==> src/rtl/wisc_multicycle_ctrl.sv <==
// wisc_multicycle_ctrl
// Multi-cycle sequencer for the 16-bit WISC ISA. It owns the PC, the IR,
// the A/B operand latches, the result latch R, the effective-address latch
// and the NZV flag register. One shared memory port carries instruction and
// data traffic through a variable-latency req/ready handshake. The register
// file and the ALU are external and combinational.
//
// Ports:
//   clk, rst_n                 clock (rising edge), async active-low reset
//   mem_req/we/addr/wdata      shared memory request (held until mem_ready)
//   mem_rdata, mem_ready       memory read data and request completion
//   rf_src1/src2, rf_rdata1/2  register file read addresses and data
//   rf_dst/we/wdata            register file write port
//   alu_op/a/b                 ALU command and operands
//   alu_result, alu_nzv        ALU result and flags {N,Z,V}
//   pc                         current program counter
//   hlt                        high while halted
//   retire                     one-cycle pulse per completed instruction
//
// state  | meaning
// FETCH  | read instruction at pc, pc += 2 on ready
// DECODE | read register operands into A/B; HLT goes to HALT
// EXEC   | ALU/immediate/PCS into R, address calc, branch resolution
// MEM    | data load/store at latched address
// WB     | write R into rf[IR[11:8]]
// HALT   | idle until reset

module wisc_multicycle_ctrl #(
    parameter int          AW         = 16,
    parameter logic [15:0] RESET_PC   = 16'h0000,
    parameter logic [2:0]  FLAG_RESET = 3'b000
) (
    input  logic          clk,
    input  logic          rst_n,
    output logic          mem_req,
    output logic          mem_we,
    output logic [AW-1:0] mem_addr,
    output logic [15:0]   mem_wdata,
    input  logic [15:0]   mem_rdata,
    input  logic          mem_ready,
    output logic [3:0]    rf_src1,
    output logic [3:0]    rf_src2,
    output logic [3:0]    rf_dst,
    output logic          rf_we,
    output logic [15:0]   rf_wdata,
    input  logic [15:0]   rf_rdata1,
    input  logic [15:0]   rf_rdata2,
    output logic [3:0]    alu_op,
    output logic [15:0]   alu_a,
    output logic [15:0]   alu_b,
    input  logic [15:0]   alu_result,
    input  logic [2:0]    alu_nzv,
    output logic [AW-1:0] pc,
    output logic          hlt,
    output logic          retire
);

    localparam logic [3:0] OP_ADD    = 4'b0000;
    localparam logic [3:0] OP_SUB    = 4'b0001;
    localparam logic [3:0] OP_XOR    = 4'b0010;
    localparam logic [3:0] OP_RED    = 4'b0011;
    localparam logic [3:0] OP_SLL    = 4'b0100;
    localparam logic [3:0] OP_SRA    = 4'b0101;
    localparam logic [3:0] OP_ROR    = 4'b0110;
    localparam logic [3:0] OP_PADDSB = 4'b0111;
    localparam logic [3:0] OP_LW     = 4'b1000;
    localparam logic [3:0] OP_SW     = 4'b1001;
    localparam logic [3:0] OP_LLB    = 4'b1010;
    localparam logic [3:0] OP_LHB    = 4'b1011;
    localparam logic [3:0] OP_B      = 4'b1100;
    localparam logic [3:0] OP_BR     = 4'b1101;
    localparam logic [3:0] OP_PCS    = 4'b1110;
    localparam logic [3:0] OP_HLT    = 4'b1111;

    typedef enum logic [2:0] {FETCH, DECODE, EXEC, MEM, WB, HALT} stateT;

    stateT         state, stateNext;
    logic [AW-1:0] pcReg, pcNext;
    logic [AW-1:0] addrReg, addrNext;
    logic [15:0]   ir, irNext;
    logic [15:0]   opA, opANext;
    logic [15:0]   opB, opBNext;
    logic [15:0]   res, resNext;
    logic [2:0]    flags, flagsNext;
    // Holds mem_req low during the first cycle out of reset even though
    // the state register already sits in FETCH.
    logic          started;

    logic [3:0]    opcode;
    logic          flagN, flagZ, flagV;
    logic          condTrue;
    logic [15:0]   brOffset;
    logic [15:0]   memOffset;

    assign opcode    = ir[15:12];
    assign flagN     = flags[2];
    assign flagZ     = flags[1];
    assign flagV     = flags[0];
    assign brOffset  = {{6{ir[8]}}, ir[8:0], 1'b0};
    assign memOffset = {{11{ir[3]}}, ir[3:0], 1'b0};
    assign pc        = pcReg;

    always_comb begin
        case (ir[11:9])
            3'b000:  condTrue = ~flagZ;
            3'b001:  condTrue = flagZ;
            3'b010:  condTrue = ~flagZ & ~flagN;
            3'b011:  condTrue = flagN;
            3'b100:  condTrue = flagZ | (~flagZ & ~flagN);
            3'b101:  condTrue = flagN | flagZ;
            3'b110:  condTrue = flagV;
            default: condTrue = 1'b1;
        endcase
    end

    always_ff @(posedge clk or negedge rst_n) begin
        if (!rst_n) begin
            state   <= FETCH;
            started <= 1'b0;
            pcReg   <= RESET_PC[AW-1:0];
            flags   <= FLAG_RESET;
            ir      <= '0;
            opA     <= '0;
            opB     <= '0;
            res     <= '0;
            addrReg <= '0;
        end else begin
            state   <= stateNext;
            started <= 1'b1;
            pcReg   <= pcNext;
            flags   <= flagsNext;
            ir      <= irNext;
            opA     <= opANext;
            opB     <= opBNext;
            res     <= resNext;
            addrReg <= addrNext;
        end
    end

    always_comb begin
        stateNext = state;
        pcNext    = pcReg;
        flagsNext = flags;
        irNext    = ir;
        opANext   = opA;
        opBNext   = opB;
        resNext   = res;
        addrNext  = addrReg;
        mem_req   = 1'b0;
        mem_we    = 1'b0;
        mem_addr  = '0;
        mem_wdata = '0;
        rf_src1   = '0;
        rf_src2   = '0;
        rf_dst    = '0;
        rf_we     = 1'b0;
        rf_wdata  = '0;
        alu_op    = '0;
        alu_a     = '0;
        alu_b     = '0;
        hlt       = 1'b0;
        retire    = 1'b0;

        case (state)
            FETCH: begin
                if (started) begin
                    mem_req  = 1'b1;
                    mem_addr = pcReg;
                    if (mem_ready) begin
                        irNext    = mem_rdata;
                        pcNext    = pcReg + AW'(2);
                        stateNext = DECODE;
                    end
                end
            end

            DECODE: begin
                rf_src1 = ir[7:4];
                // SW stores, and LLB/LHB merge into, the destination register.
                if (opcode == OP_SW || opcode == OP_LLB || opcode == OP_LHB)
                    rf_src2 = ir[11:8];
                else
                    rf_src2 = ir[3:0];
                opANext   = rf_rdata1;
                opBNext   = rf_rdata2;
                stateNext = (opcode == OP_HLT) ? HALT : EXEC;
            end

            EXEC: begin
                case (opcode)
                    OP_ADD, OP_SUB, OP_XOR, OP_RED, OP_PADDSB,
                    OP_SLL, OP_SRA, OP_ROR: begin
                        alu_op = opcode;
                        alu_a  = opA;
                        if (opcode == OP_SLL || opcode == OP_SRA || opcode == OP_ROR)
                            alu_b = {12'h000, ir[3:0]};
                        else
                            alu_b = opB;
                        resNext   = alu_result;
                        stateNext = WB;
                        if (opcode == OP_ADD || opcode == OP_SUB)
                            flagsNext = alu_nzv;
                        else if (opcode != OP_RED && opcode != OP_PADDSB)
                            flagsNext[1] = alu_nzv[1];
                    end
                    OP_LW, OP_SW: begin
                        alu_op    = OP_ADD;
                        alu_a     = opA;
                        alu_b     = memOffset;
                        addrNext  = alu_result[AW-1:0];
                        stateNext = MEM;
                    end
                    OP_LLB: begin
                        resNext   = (opB & 16'hFF00) | {8'h00, ir[7:0]};
                        stateNext = WB;
                    end
                    OP_LHB: begin
                        resNext   = (opB & 16'h00FF) | {ir[7:0], 8'h00};
                        stateNext = WB;
                    end
                    OP_PCS: begin
                        resNext   = 16'(pcReg);
                        stateNext = WB;
                    end
                    OP_B: begin
                        if (condTrue)
                            pcNext = pcReg + brOffset[AW-1:0];
                        retire    = 1'b1;
                        stateNext = FETCH;
                    end
                    OP_BR: begin
                        if (condTrue)
                            pcNext = opA[AW-1:0];
                        retire    = 1'b1;
                        stateNext = FETCH;
                    end
                    default: stateNext = HALT;
                endcase
            end

            MEM: begin
                mem_req   = 1'b1;
                mem_addr  = addrReg;
                mem_we    = (opcode == OP_SW);
                mem_wdata = opB;
                if (mem_ready) begin
                    if (opcode == OP_SW) begin
                        retire    = 1'b1;
                        stateNext = FETCH;
                    end else begin
                        resNext   = mem_rdata;
                        stateNext = WB;
                    end
                end
            end

            WB: begin
                rf_we     = 1'b1;
                rf_dst    = ir[11:8];
                rf_wdata  = res;
                retire    = 1'b1;
                stateNext = FETCH;
            end

            HALT: begin
                hlt = 1'b1;
            end

            default: stateNext = FETCH;
        endcase
    end

endmodule

==> config.mk <==
export PLATFORM = sky130hd
export DESIGN_NAME = wisc_multicycle_ctrl
export DESIGN_NICKNAME = d
export VERILOG_FILES = /design/src/rtl/wisc_multicycle_ctrl.sv
export SDC_FILE = /design/constraint.sdc
export NUM_CORES = 1
export LEC_CHECK = 0
export CORE_UTILIZATION = 49
export DETAILED_ROUTE_END_ITERATION = 6
export GPL_ROUTABILITY_DRIVEN = 1
export HOLD_SLACK_MARGIN = 0.08
export PLACE_DENSITY = 0.82
export SYNTH_ARGS = -nofsm -noshare
export SYNTH_HDL_FRONTEND = slang
export SYNTH_SLANG_ARGS = --single-unit
==> constraint.sdc <==
create_clock -name clk -period 2.68 [get_ports clk]
set_clock_uncertainty 0.15 [all_clocks]
set_input_delay 0.536 -clock clk [delete_from_list [all_inputs] [get_ports clk]]
set_output_delay 0.536 -clock clk [all_outputs]
set_load 0.02 [all_outputs]
==> flow_metrics.env <==
export IMPL_yosysWarnings=0
export IMPL_synth_top_area_share_pct=38.98
export IMPL_path_clk_slew_ns=0.07
export IMPL_dpl_instance_area_mm2=0.008997
export IMPL_worstSetupPathType="register to primary output"
export IMPL_hpwl_mm=17.46
export IMPL_ys_top_cells_by_area="dfrtp_1 (39%), nand2_1 (11%), a21oi_1 (3.5%)"
export IMPL_vias_per_cell=5.959
export IMPL_grt_max_degree=43
export IMPL_relSlewSlack_pct=32.29
export IMPL_min_path_type="register to register"
export IMPL_rows=42
export IMPL_total_power_uw=10560
export IMPL_drt_wirelength_per_cell_um=19.65
export IMPL_drv_cap=0
export IMPL_postRouteWirelength_mm=23.56
export IMPL_core_mm2=0.01319
export IMPL_vdd_drop_max_v=0.0004492
export IMPL_io_buffers=185
export IMPL_maxSlewViolCount=0
export IMPL_setup_ws_ns=0.05033
export IMPL_place_ws_ns=0.01452
export IMPL_critPathMaxFanout=18
export IMPL_grt_util_all_layers_pct=34.52
export IMPL_layout_drive_gt1_share_pct=11.93
export IMPL_grt_ovfl_total=0
export IMPL_syn_nets=903
export IMPL_drt_pass1_iterations=6
export IMPL_required_ns=1.99
export IMPL_period_share_pct=98.12
export IMPL_ys_flop_type="dfrtp_1"
export IMPL_async_flop_share_pct=100.0
export IMPL_synth_top_area_cell="dfrtp_1"
export IMPL_synthCells=817
export IMPL_period_minus_slack_ns=2.630
export IMPL_die_x_um=118.2
export IMPL_grt_pass1_vias=6628
export IMPL_synth_most_common_cell="nand2_1"
export IMPL_synth_commonest_cells="nand2_1 (188), dfrtp_1 (103), nor2_1 (57), a21oi_1 (46), and3_1 (36)"
export IMPL_dieArea_mm2=0.01396
export IMPL_ys_types=61
export IMPL_cts_max_level=3
export IMPL_cts_root_buf="clkbuf_16"
export IMPL_synth_edf_count=0
export IMPL_worst_pin_slew_ns=1.012
export IMPL_crit_path_start_kind="register"
export IMPL_seq_area_frac_synth_pct=38.98
export IMPL_syn_to_final_growth_pct=39.34
export IMPL_ys_ff_latch=103
export IMPL_place_gp_congestion=0.9660
export IMPL_crit_arrival_ns=1.94
export IMPL_power_density_mw_per_mm2=1146
export IMPL_cts_buffers=9
export IMPL_final_nets=1104
export IMPL_cts_tree="yes"
export IMPL_leakage_uw=0.004560
export IMPL_cts_sinks=103
export IMPL_ant_nets=0
export IMPL_vias=7145
export IMPL_finalSetupViolCount=0
export IMPL_drtIter0Drc=830
export IMPL_avgSynthCellArea_um2=8.094
export IMPL_antenna_found_initial=0
export IMPL_drc_errors=0
export IMPL_fmax_mhz=380.3
export IMPL_status="complete, no violations"
export IMPL_pin_count=187
export IMPL_initial_core_util_pct=50.13
export IMPL_hold_viol=0
export IMPL_die_h_um=118.2
export IMPL_synthesis_area_mm2=0.006613
export IMPL_grt_pass1_wl_mm=37.36
export IMPL_rsz0062_at_grt="false"
export IMPL_worstSetupEndpointType="primary output"
export IMPL_cts_buffer_depth=2
export IMPL_clkLatencyLatePin_ns=0.35
export IMPL_design_area_mm2=0.009214
export IMPL_antennaDiodeCount=0
[final timing paths]
check	from	to	slack, ns	cells past startpoint
worst min-delay path	addrReg[12]$_DFFE_PN0P_	addrReg[12]$_DFFE_PN0P_	0.35	1
max in group asynchronous	rst_n	addrReg[15]$_DFFE_PN0P_	1.25	3
worst max-delay path	ir[13]$_DFFE_PN0P_	alu_b[6]	0.05	7
worst min register to register	addrReg[12]$_DFFE_PN0P_	addrReg[12]$_DFFE_PN0P_	0.35	1
min in group asynchronous	rst_n	res[11]$_DFFE_PN0P_	0.51	2
worst max register to register	ir[12]$_DFFE_PN0P_	res[15]$_DFFE_PN0P_	0.11	7
[registers in the layout (all words and copies together) (netlist names)]
signal,cells
addrReg,16
flags,3
ir,16
opA,16
opB,16
pc,16
res,16
started,1
state,3
[cells in the final DEF (no fill, tap or decap), drive strengths merged, types with 13 or more instances in the layout]
master         synthesis  layout
a21oi                 46      46
a222oi                16      16
a22o                  17      17
and2                  32      32
and3                  36      36
buf                   22      60
clkbuf                33      28
clkdlybuf4s15          0      15
clkdlybuf4s50          0      85
dfrtp                103     103
dlygate4sd2            0      61
ha                    15      15
inv                   20      22
mux2                  20      20
nand2                188     188
nand3                 32      32
nor2                  58      58
nor2b                 13      13
o211ai                19      19
o21ai                 49      49
[layer usage]
metal  global-route usage (%)  vias up  part of all wire (%)
met4                    10.90        0                   3.0
met3                    7.239       60                    12
met1                    49.62     3325                    42
li1                         -     3273                     -
met2                    51.95      487                    43
met5                        0        -                     0
[kinds of logic (layout without fill, tap and decap cells)]
kind of cell / Yosys count / count (layout) / share of synthesized area (%)
compound gates: 189 / 189 / 19.28
xor+xnor: 12 / 12 / 1.589
fa+ha+maj: 16 / 16 / 3.141
buf+inv: 75 / 281 / 4.693
flops: 103 / 103 / 38.98
mux: 29 / 29 / 4.768
other cells: 2 / 2 / 0.1136
simple gates: 391 / 391 / 27.44
[power by group]
group	internal (µW)	switching, µW
Sequential	2280	853
Combinational	2500	3480
Clock	826	611
[layout make-up]
type | count | area, µm²
sequential | 103 | 2582
multi-input combinational | 639 | 3762
clock buffer | 10 | 229.0
clock inverter | 6 | 92.59
timing repair buffer | 245 | 2252
fill | 1100 | 3976
inverter | 20 | 75.07
tap | 176 | 220.2
[worst max-delay path, stage by stage, from the launching register on]
cell,delay (ns)
dfrtp_1,0.41
buf_12,0.17
nor2_1,0.15
and3_1,0.26
buf_12,0.15
a21oi_1,0.04
nor2_1,0.10
clkdlybuf4s15_1,0.30
[through the flow]
step | hold WS, ns | util (%) | cells | TNS (ns)
floorplan | 0.09041 | - | 817 | 0
global placement | 0.3244 | 68.21 | 1182 | 0
detailed placement | 0.3343 | 68.21 | 1182 | 0
CTS | 0.3498 | 70.12 | 1199 | -0.002609
global route | 0.3628 | 69.85 | 1199 | 0
finish | 0.3474 | 69.85 | 1199 | 0
[timing repair]
item / 4_1_cts / 5_1_grt
hold buffers: 1 / 0
endpoints found under the hold margin: 26 / 0
gates resized for setup: 110 / 53
endpoints found under the setup margin: 99 / 39
buffers inserted: 0 / 0
No activity file was read; power rests on OpenSTA's default activity.
